[src/rtl/mem_access_unit.sv]
// mem_access_unit: MEM-stage data memory access controller.
// Runs a req/ready handshake and stalls the pipeline while waiting.
module mem_access_unit #(
  parameter int unsigned TIMEOUT = 255
) (
  input  logic        CLK,
  input  logic        RST_N,
  input  logic        MemRead,
  input  logic        MemWrite,
  input  logic [31:0] ALUResult,
  input  logic [31:0] WriteData,
  output logic [31:0] ReadData_OUT,
  output logic        Stall,
  output logic        MemErr,
  output logic        mem_req,
  output logic        mem_we,
  output logic [31:0] mem_addr,
  output logic [31:0] mem_wdata,
  input  logic        mem_ready,
  input  logic [31:0] mem_rdata
);

  typedef enum logic [1:0] {
    IDLE,
    REQ,
    DONE
  } state_t;

  localparam logic [7:0] LAST = 8'(TIMEOUT - 1);

  state_t     state;
  logic [7:0] cnt;
  logic       access;
  logic       bad;

  assign access = MemRead | MemWrite;
  assign bad    = (ALUResult[1:0] != 2'b00)
                | (MemRead & MemWrite);

  // Bus request and stall are decoded from the state register so both
  // drop immediately when reset clears the state.
  assign mem_req = (state == REQ);
  assign Stall   = (state == REQ)
                 | ((state == IDLE) & access);

  // Handshake FSM with latched bus fields, wait counter and load data.
  always_ff @(posedge CLK or negedge RST_N) begin
    if (!RST_N) begin
      state        <= IDLE;
      cnt          <= 8'd0;
      ReadData_OUT <= 32'd0;
      mem_addr     <= 32'd0;
      mem_wdata    <= 32'd0;
      mem_we       <= 1'b0;
      MemErr       <= 1'b0;
    end else begin
      MemErr <= 1'b0;
      case (state)
        IDLE: begin
          if (access) begin
            if (bad) begin
              MemErr <= 1'b1;
              state  <= DONE;
            end else begin
              mem_addr  <= ALUResult;
              mem_wdata <= WriteData;
              mem_we    <= MemWrite;
              cnt       <= 8'd0;
              state     <= REQ;
            end
          end
        end
        REQ: begin
          if (mem_ready) begin
            if (!mem_we) ReadData_OUT <= mem_rdata;
            state <= DONE;
          end else if (cnt == LAST) begin
            if (!mem_we) ReadData_OUT <= 32'd0;
            MemErr <= 1'b1;
            state  <= DONE;
          end else begin
            cnt <= cnt + 8'd1;
          end
        end
        DONE: state <= IDLE;
        default: state <= IDLE;
      endcase
    end
  end

endmodule

[config.mk]
export PLATFORM = sky130hd
export DESIGN_NAME = mem_access_unit
export DESIGN_NICKNAME = d
export VERILOG_FILES = /design/src/rtl/mem_access_unit.sv
export SDC_FILE = /design/constraint.sdc
export NUM_CORES = 1
export LEC_CHECK = 0
export ABC_AREA = 1
export CAP_MARGIN = 15
export CORE_AREA = 2 2 103 105
export CTS_CLUSTER_SIZE = 10
export DETAILED_ROUTE_END_ITERATION = 12
export DIE_AREA = 0 0 105 107
export PLACE_DENSITY = 0.93
export SLEW_MARGIN = 20
export SYNTH_ARGS = -nofsm -noshare
export SYNTH_HDL_FRONTEND = slang
export SYNTH_SLANG_ARGS = --single-unit
[constraint.sdc]
create_clock -name CLK -period 2.6 [get_ports CLK]
set_input_delay 0.52 -clock CLK [delete_from_list [all_inputs] [get_ports CLK]]
set_output_delay 0.52 -clock CLK [all_outputs]
set_load 0.005 [all_outputs]
; After elaboration in Yosys (flattened, before gate mapping)
; Cells that the tools add are included.
[totals]
register_bits = 108
inputBits = 101
output_inout_bits = 100
wordCells = 50
[classes]
addsub = 1
n_eq_ne = 9
mux = 19
bitwise = 6
n_reduce_logical = 8
[op_table]
columns = op, n
row1 = 2-to-1 mux 32 bit, 4
row2 = 2-to-1 mux 8 bit, 4
row3 = one-hot mux 8 bit (2 select lines), 1
row4 = != test 2 bit (second input constant), 6
row5 = adder 8 x 1 -> 8 bit (second input constant), 1
row6 = == test 8 bit (second input constant), 1
row7 = 2-to-1 mux 2 bit, 4
row8 = nonzero test 2 bit, 3
row9 = AND reduction 5 bit, 1
row10 = 2-to-1 mux 1 bit, 4
row11 = one-hot mux 2 bit (2 select lines), 1
row12 = AND reduction 4 bit, 1
row13 = != test 3 x 1 -> 1 bit (second input constant), 1
row14 = bitwise OR 1 bit, 3
row15 = AND reduction 3 bit, 1
row16 = AND 1 bit, 2
row17 = == test 2 x 1 -> 1 bit (second input constant), 1
row18 = logical NOT 2 bit, 1
row19 = one-hot mux 1 bit (2 select lines), 1
row20 = AND reduction 2 bit, 1
row21 = inverter 1 bit, 1

; Depth between registers and ports, before layout
; Gate-level depths: netlist of run 1.
[depth]
word_depth = 5
depth_mapped = 10
mapped_depth_nobuf = 9

; Worst setup path after synthesis of run 1
; OpenSTA, ideal clock, no wires.
[synth_path]
kind = input to output
startpoint = input port MemWrite
endpoint = output port Stall
arrival_ns = 1.056
required_ns = 2.080
path_slack_ns = 1.024
path_stages = 3
n_path_buf = 0
cell_sequence = or2_1 > o21ai_0 > inv_1
[synth_between]
elab_chain_len = 3
[synth_lines]
columns = item, line
row1 = from (decl), 9  ; input logic MemWrite,
row2 = bitwise OR 1 bit, 36  ; assign access = MemRead | MemWrite;
row3 = AND 1 bit, 44  ; | ((state == IDLE) & access);
row4 = bitwise OR 1 bit, 44
row5 = to (decl), 13  ; output logic Stall,
; No other way between the ends.

; Worst setup path after layout of run 1
; Ends and elaborated chain as after synthesis.

==> results of run 1 <==
per-stage QoR:
step | utilization [%] | instance area (sq um) | setup slack, ns | hold slack, ns
after floorplan | - | 4458 | 1.024 | 0.2244
after detailed placement | 64.75 | 6535 | 0.09613 | 0.4598
after global placement | 64.75 | 6535 | 0.1680 | 0.4521
final | 66.66 | 6728 | 0.08476 | 0.1929
after CTS | 66.66 | 6728 | 0.09173 | 0.2009
after global routing | 66.66 | 6728 | 0.01643 | 0.2398
worst paths after layout:
kind / startpoint / to / slack [ns] / cells after the start
max: MemWrite / Stall / 0.08 / 5
max in group asynchronous: RST_N / cnt[0]$_DFFE_PN0P_ / 1.68 / 2
min reg2reg: mem_addr[13]$_DFFE_PN0P_ / mem_addr[13]$_DFFE_PN0P_ / 0.48 / 2
min: RST_N / ReadData_OUT[4]$_DFFE_PN0P_ / 0.19 / 1
max reg2reg: cnt[0]$_DFFE_PN0P_ / ReadData_OUT[22]$_DFFE_PN0P_ / 0.84 / 9
min in group CLK: mem_addr[13]$_DFFE_PN0P_ / mem_addr[13]$_DFFE_PN0P_ / 0.48 / 2
cell families (layout without fill, tap and decap cells):
logic type	count (synthesis)	count (layout)
AO/OA/AOI/OAI	7	7
XOR/XNOR	2	2
adder cells (fa/ha/maj)	2	2
buffers and inverters	43	239
flip-flops	108	108
AND/OR/NAND/NOR	342	342
per-layer routing:
metal | global-route usage (%) | part of all wire [%] | wire, um | vias to the layer above
met5 | 0 | 0 | 0 | -
met4 | 7.905 | 1.7 | 218 | 0
met3 | 6.748 | 9.0 | 1132 | 21
met2 | 39.56 | 50 | 6305 | 207
met1 | 27.08 | 39 | 4973 | 1963
li1 | - | - | - | 1960
cells in the mapped netlist:
cell type,number,area [sq um]
sky130_fd_sc_hd__nand2_1,272,1021
sky130_fd_sc_hd__dfrtp_1,108,2703
sky130_fd_sc_hd__nand4_1,34,212.7
sky130_fd_sc_hd__nand3_1,13,65.06
sky130_fd_sc_hd__clkbuf_1,12,45.04
sky130_fd_sc_hd__inv_1,10,37.54
sky130_fd_sc_hd__nor2_1,8,30.03
sky130_fd_sc_hd__buf_4,7,52.55
sky130_fd_sc_hd__nand2_2,7,43.79
sky130_fd_sc_hd__buf_2,6,30.03
sky130_fd_sc_hd__buf_6,4,45.04
sky130_fd_sc_hd__o21ai_0,4,20.02
sky130_fd_sc_hd__inv_2,3,11.26
sky130_fd_sc_hd__nor2_4,3,33.78
sky130_fd_sc_hd__ha_1,2,25.02
sky130_fd_sc_hd__nor3_1,2,10.01
sky130_fd_sc_hd__xor2_1,2,17.52
sky130_fd_sc_hd__a21oi_1,1,5.000
sky130_fd_sc_hd__clkinv_1,1,3.750
sky130_fd_sc_hd__nand2_4,1,11.26
sky130_fd_sc_hd__nand3_4,1,17.52
sky130_fd_sc_hd__o21ai_1,1,5.000
sky130_fd_sc_hd__o22ai_1,1,6.260
sky130_fd_sc_hd__or2_1,1,6.260
registers in the layout (all words and copies together) (netlist names):
signal	flops
mem_we	1
MemErr	1
mem_addr	32
ReadData_OUT	32
mem_wdata	32
cnt	8
state	2
power by group:
| group | leakage, nW | switching, mW | internal (mW) |
|---|---|---|---|
| combinational | 1.80 | 0.987 | 1.52 |
| clock | 0.0930 | 0.562 | 0.412 |
| sequential | 1.38 | 0.414 | 2.34 |
| total | 3.27 | 1.96 | 4.27 |
layout make-up:
class,count,area [sq um]
clock buffer,11,151.4
clock inverter,5,41.29
fill,763,3364
inverter,14,52.55
multi-input combinational,353,1530
sequential,108,2703
tap,136,170.2
timing repair buffer,209,2079
==> summary.md, run 1 <==
| Metric | Value |
|---|---|
| Count of yosys warnings during synthesis | `0` |
| Gate count after technology mapping | `about 500` |
| Layout overhead on the synthesized area | `50.91%` |
| Initial standard-cell utilization of the core | `44.17%` |
| Final worst clock skew | `around 0.013 ns` |
| Mux contribution to synthesized area | `0%` |
| Total CTS buffers | `9` |
| Outcome | `complete, no violations` |
| 1st-pass router iterations | `4` |
| Die outline width | `105 um` |
| Highest fanout seen on the critical path | `3` |
| Worst-path cell chain | `clkdlybuf4s50_1, or2_1, o21ai_0, inv_1, clkdlybuf4s50_1` |
| Setup Viol. Count Final | `0` |
| Syn_nets | `between 600 and 700` |
| Cell variety after synth | `24` |
| 1st-iter DRT viols | `between 200 and 300` |
| RSZ-0062 raised after global routing | `no` |
| Number of antenna violations at the first check in global routing | `0` |
| Total power of the final layout | `6.231 mW` |
| GRT Util Overall | `between 20 and 25%` |
| Resize count post-CTS | `0` |
| Clock root cell | `sky130_fd_sc_hd__clkbuf_8` |
| P_leak | `between 3 and 4 nW` |
| Final-stage net count | `~800` |
| Wire per inst | `~15 um` |
| Critical path required time | `roughly 2.1 ns` |
| Most common cell after layout, fill and taps aside | `sky130_fd_sc_hd__nand2_1` |
| Slew of the pin with the lowest slew margin | `just under 0.7 ns` |
| Crit-path most repeated cell | `sky130_fd_sc_hd__clkdlybuf4s50_1` |
| Final critical-path required period | `roughly 2.5 ns` |
| Fraction of the mapped netlist area in simple logic gates | `32.56%` |
| Critical Path Source Type | `input pin` |
| Crit Path Category | `input pin to output pin` |
| Buffers plus inverters on the worst setup path | `3` |
| First-pass GRT wire length | `a little over 20000 um` |
| Mapped Area | `0.004458 sq mm` |
| Post-CTS repair timing setup buffer count | `0` |
| Post-layout instance count excluding filler cells | `roughly 840` |
| Area share of xor/xnor cells in the synthesized design | `less than 1%` |
| Sequential area share after synthesis | `60.62%` |
| Final count of pins violating max slew | `0` |
| Sort of element at the end of the critical path | `output pin` |
| Setup_tns | `0 ns` |
| Share of final-layout standard cells stronger than drive strength 1 | `roughly 5.9%` |
| Overall die area | `0.01124 sq mm` |
| Core Region | `0.01009 sq mm` |
| Worst-skew pair later-pin latency | `about 0.36 ns` |
| Maximum clock rate | `0.3976 GHz` |
| Post-synthesis average cell area | `about 8.8 sq um` |
| Clock tree from TritonCTS | `built` |
| Worst rel slew slack | `between 50 and 60%` |
| Number of sinks handled by clock tree synthesis | `roughly 110` |
| Adder-cell share of the synthesized area | `less than 1%` |
| Max-cap check violation count | `0` |
| Period utilization | `just under 100%` |
| Delay contributed by the slowest stage of the critical path | `approximately 0.45 ns` |
| Row cnt | `37` |
| Number of input and output port buffers inserted | `200` |
| Post-synthesis sequential element count | `approximately 110` |
| Number of global-route vias before repair | `approximately 4200` |
| Worst vdd ir | `about 0.48 mV` |
| Worst endpoint data arrival time | `about 2.0 ns` |
| Post-synthesis compound-gate area fraction | `less than 1%` |
| Clock slew seen by the registers of the worst setup and hold paths | `around 0.1 ns` |
| Total length of routed wires | `12630 um` |
| Die Y-Extent | `~110 um` |
| Total number of vias | `between 4000 and 5000` |
| Antenna Nets Post-Route | `0` |
| Crit path max-delay cell type | `sky130_fd_sc_hd__clkdlybuf4s50_1` |
| Number of antenna repair diodes | `0` |
| Maximum number of pins on one net before global-route repair | `56` |
| Final Hold Fails | `0` |
| Avg Vias per Cell | `between 4 and 5` |
| Remaining global-route overflow | `0` |
| CP top delay family | `buffers and inverters` |
| Placed Cells incl. Taps | `about 800` |
| Number of DRC violations after detailed routing | `0` |
| Main combinational cell family by area after synthesis | `simple AND/OR/NAND/NOR gates` |
| Number of H-tree levels | `3` |
| Num ports | `201` |
| Number of buffers between clock root and the deepest sink | `2` |
| Worst Hold Class | `input pin to asynchronous set/reset pin` |
| Post-detail-place hpwl | `9478 um` |
| Highest-count cells in the layout ignoring fill and taps | `272 x sky130_fd_sc_hd__nand2_1, 199 x sky130_fd_sc_hd__clkdlybuf4s50_1, 108 x sky130_fd_sc_hd__dfrtp_1, 34 x sky130_fd_sc_hd__nand4_1, 13 x sky130_fd_sc_hd__nand3_1` |
| Hold-fix buffer count after cts | `0` |
| GPL Wtd Cong | `0.8459` |
| Power per standard cell area | `approximately 900 mW/mm^2` |
Note: power is estimated with default switching activity, not from simulation.
==> run 2, diff against run 1 <==
GPL_TIMING_DRIVEN = 1   (was unset)
==> results of run 2 <==
Final layout, timing and power as in run 1 (identical DEF).
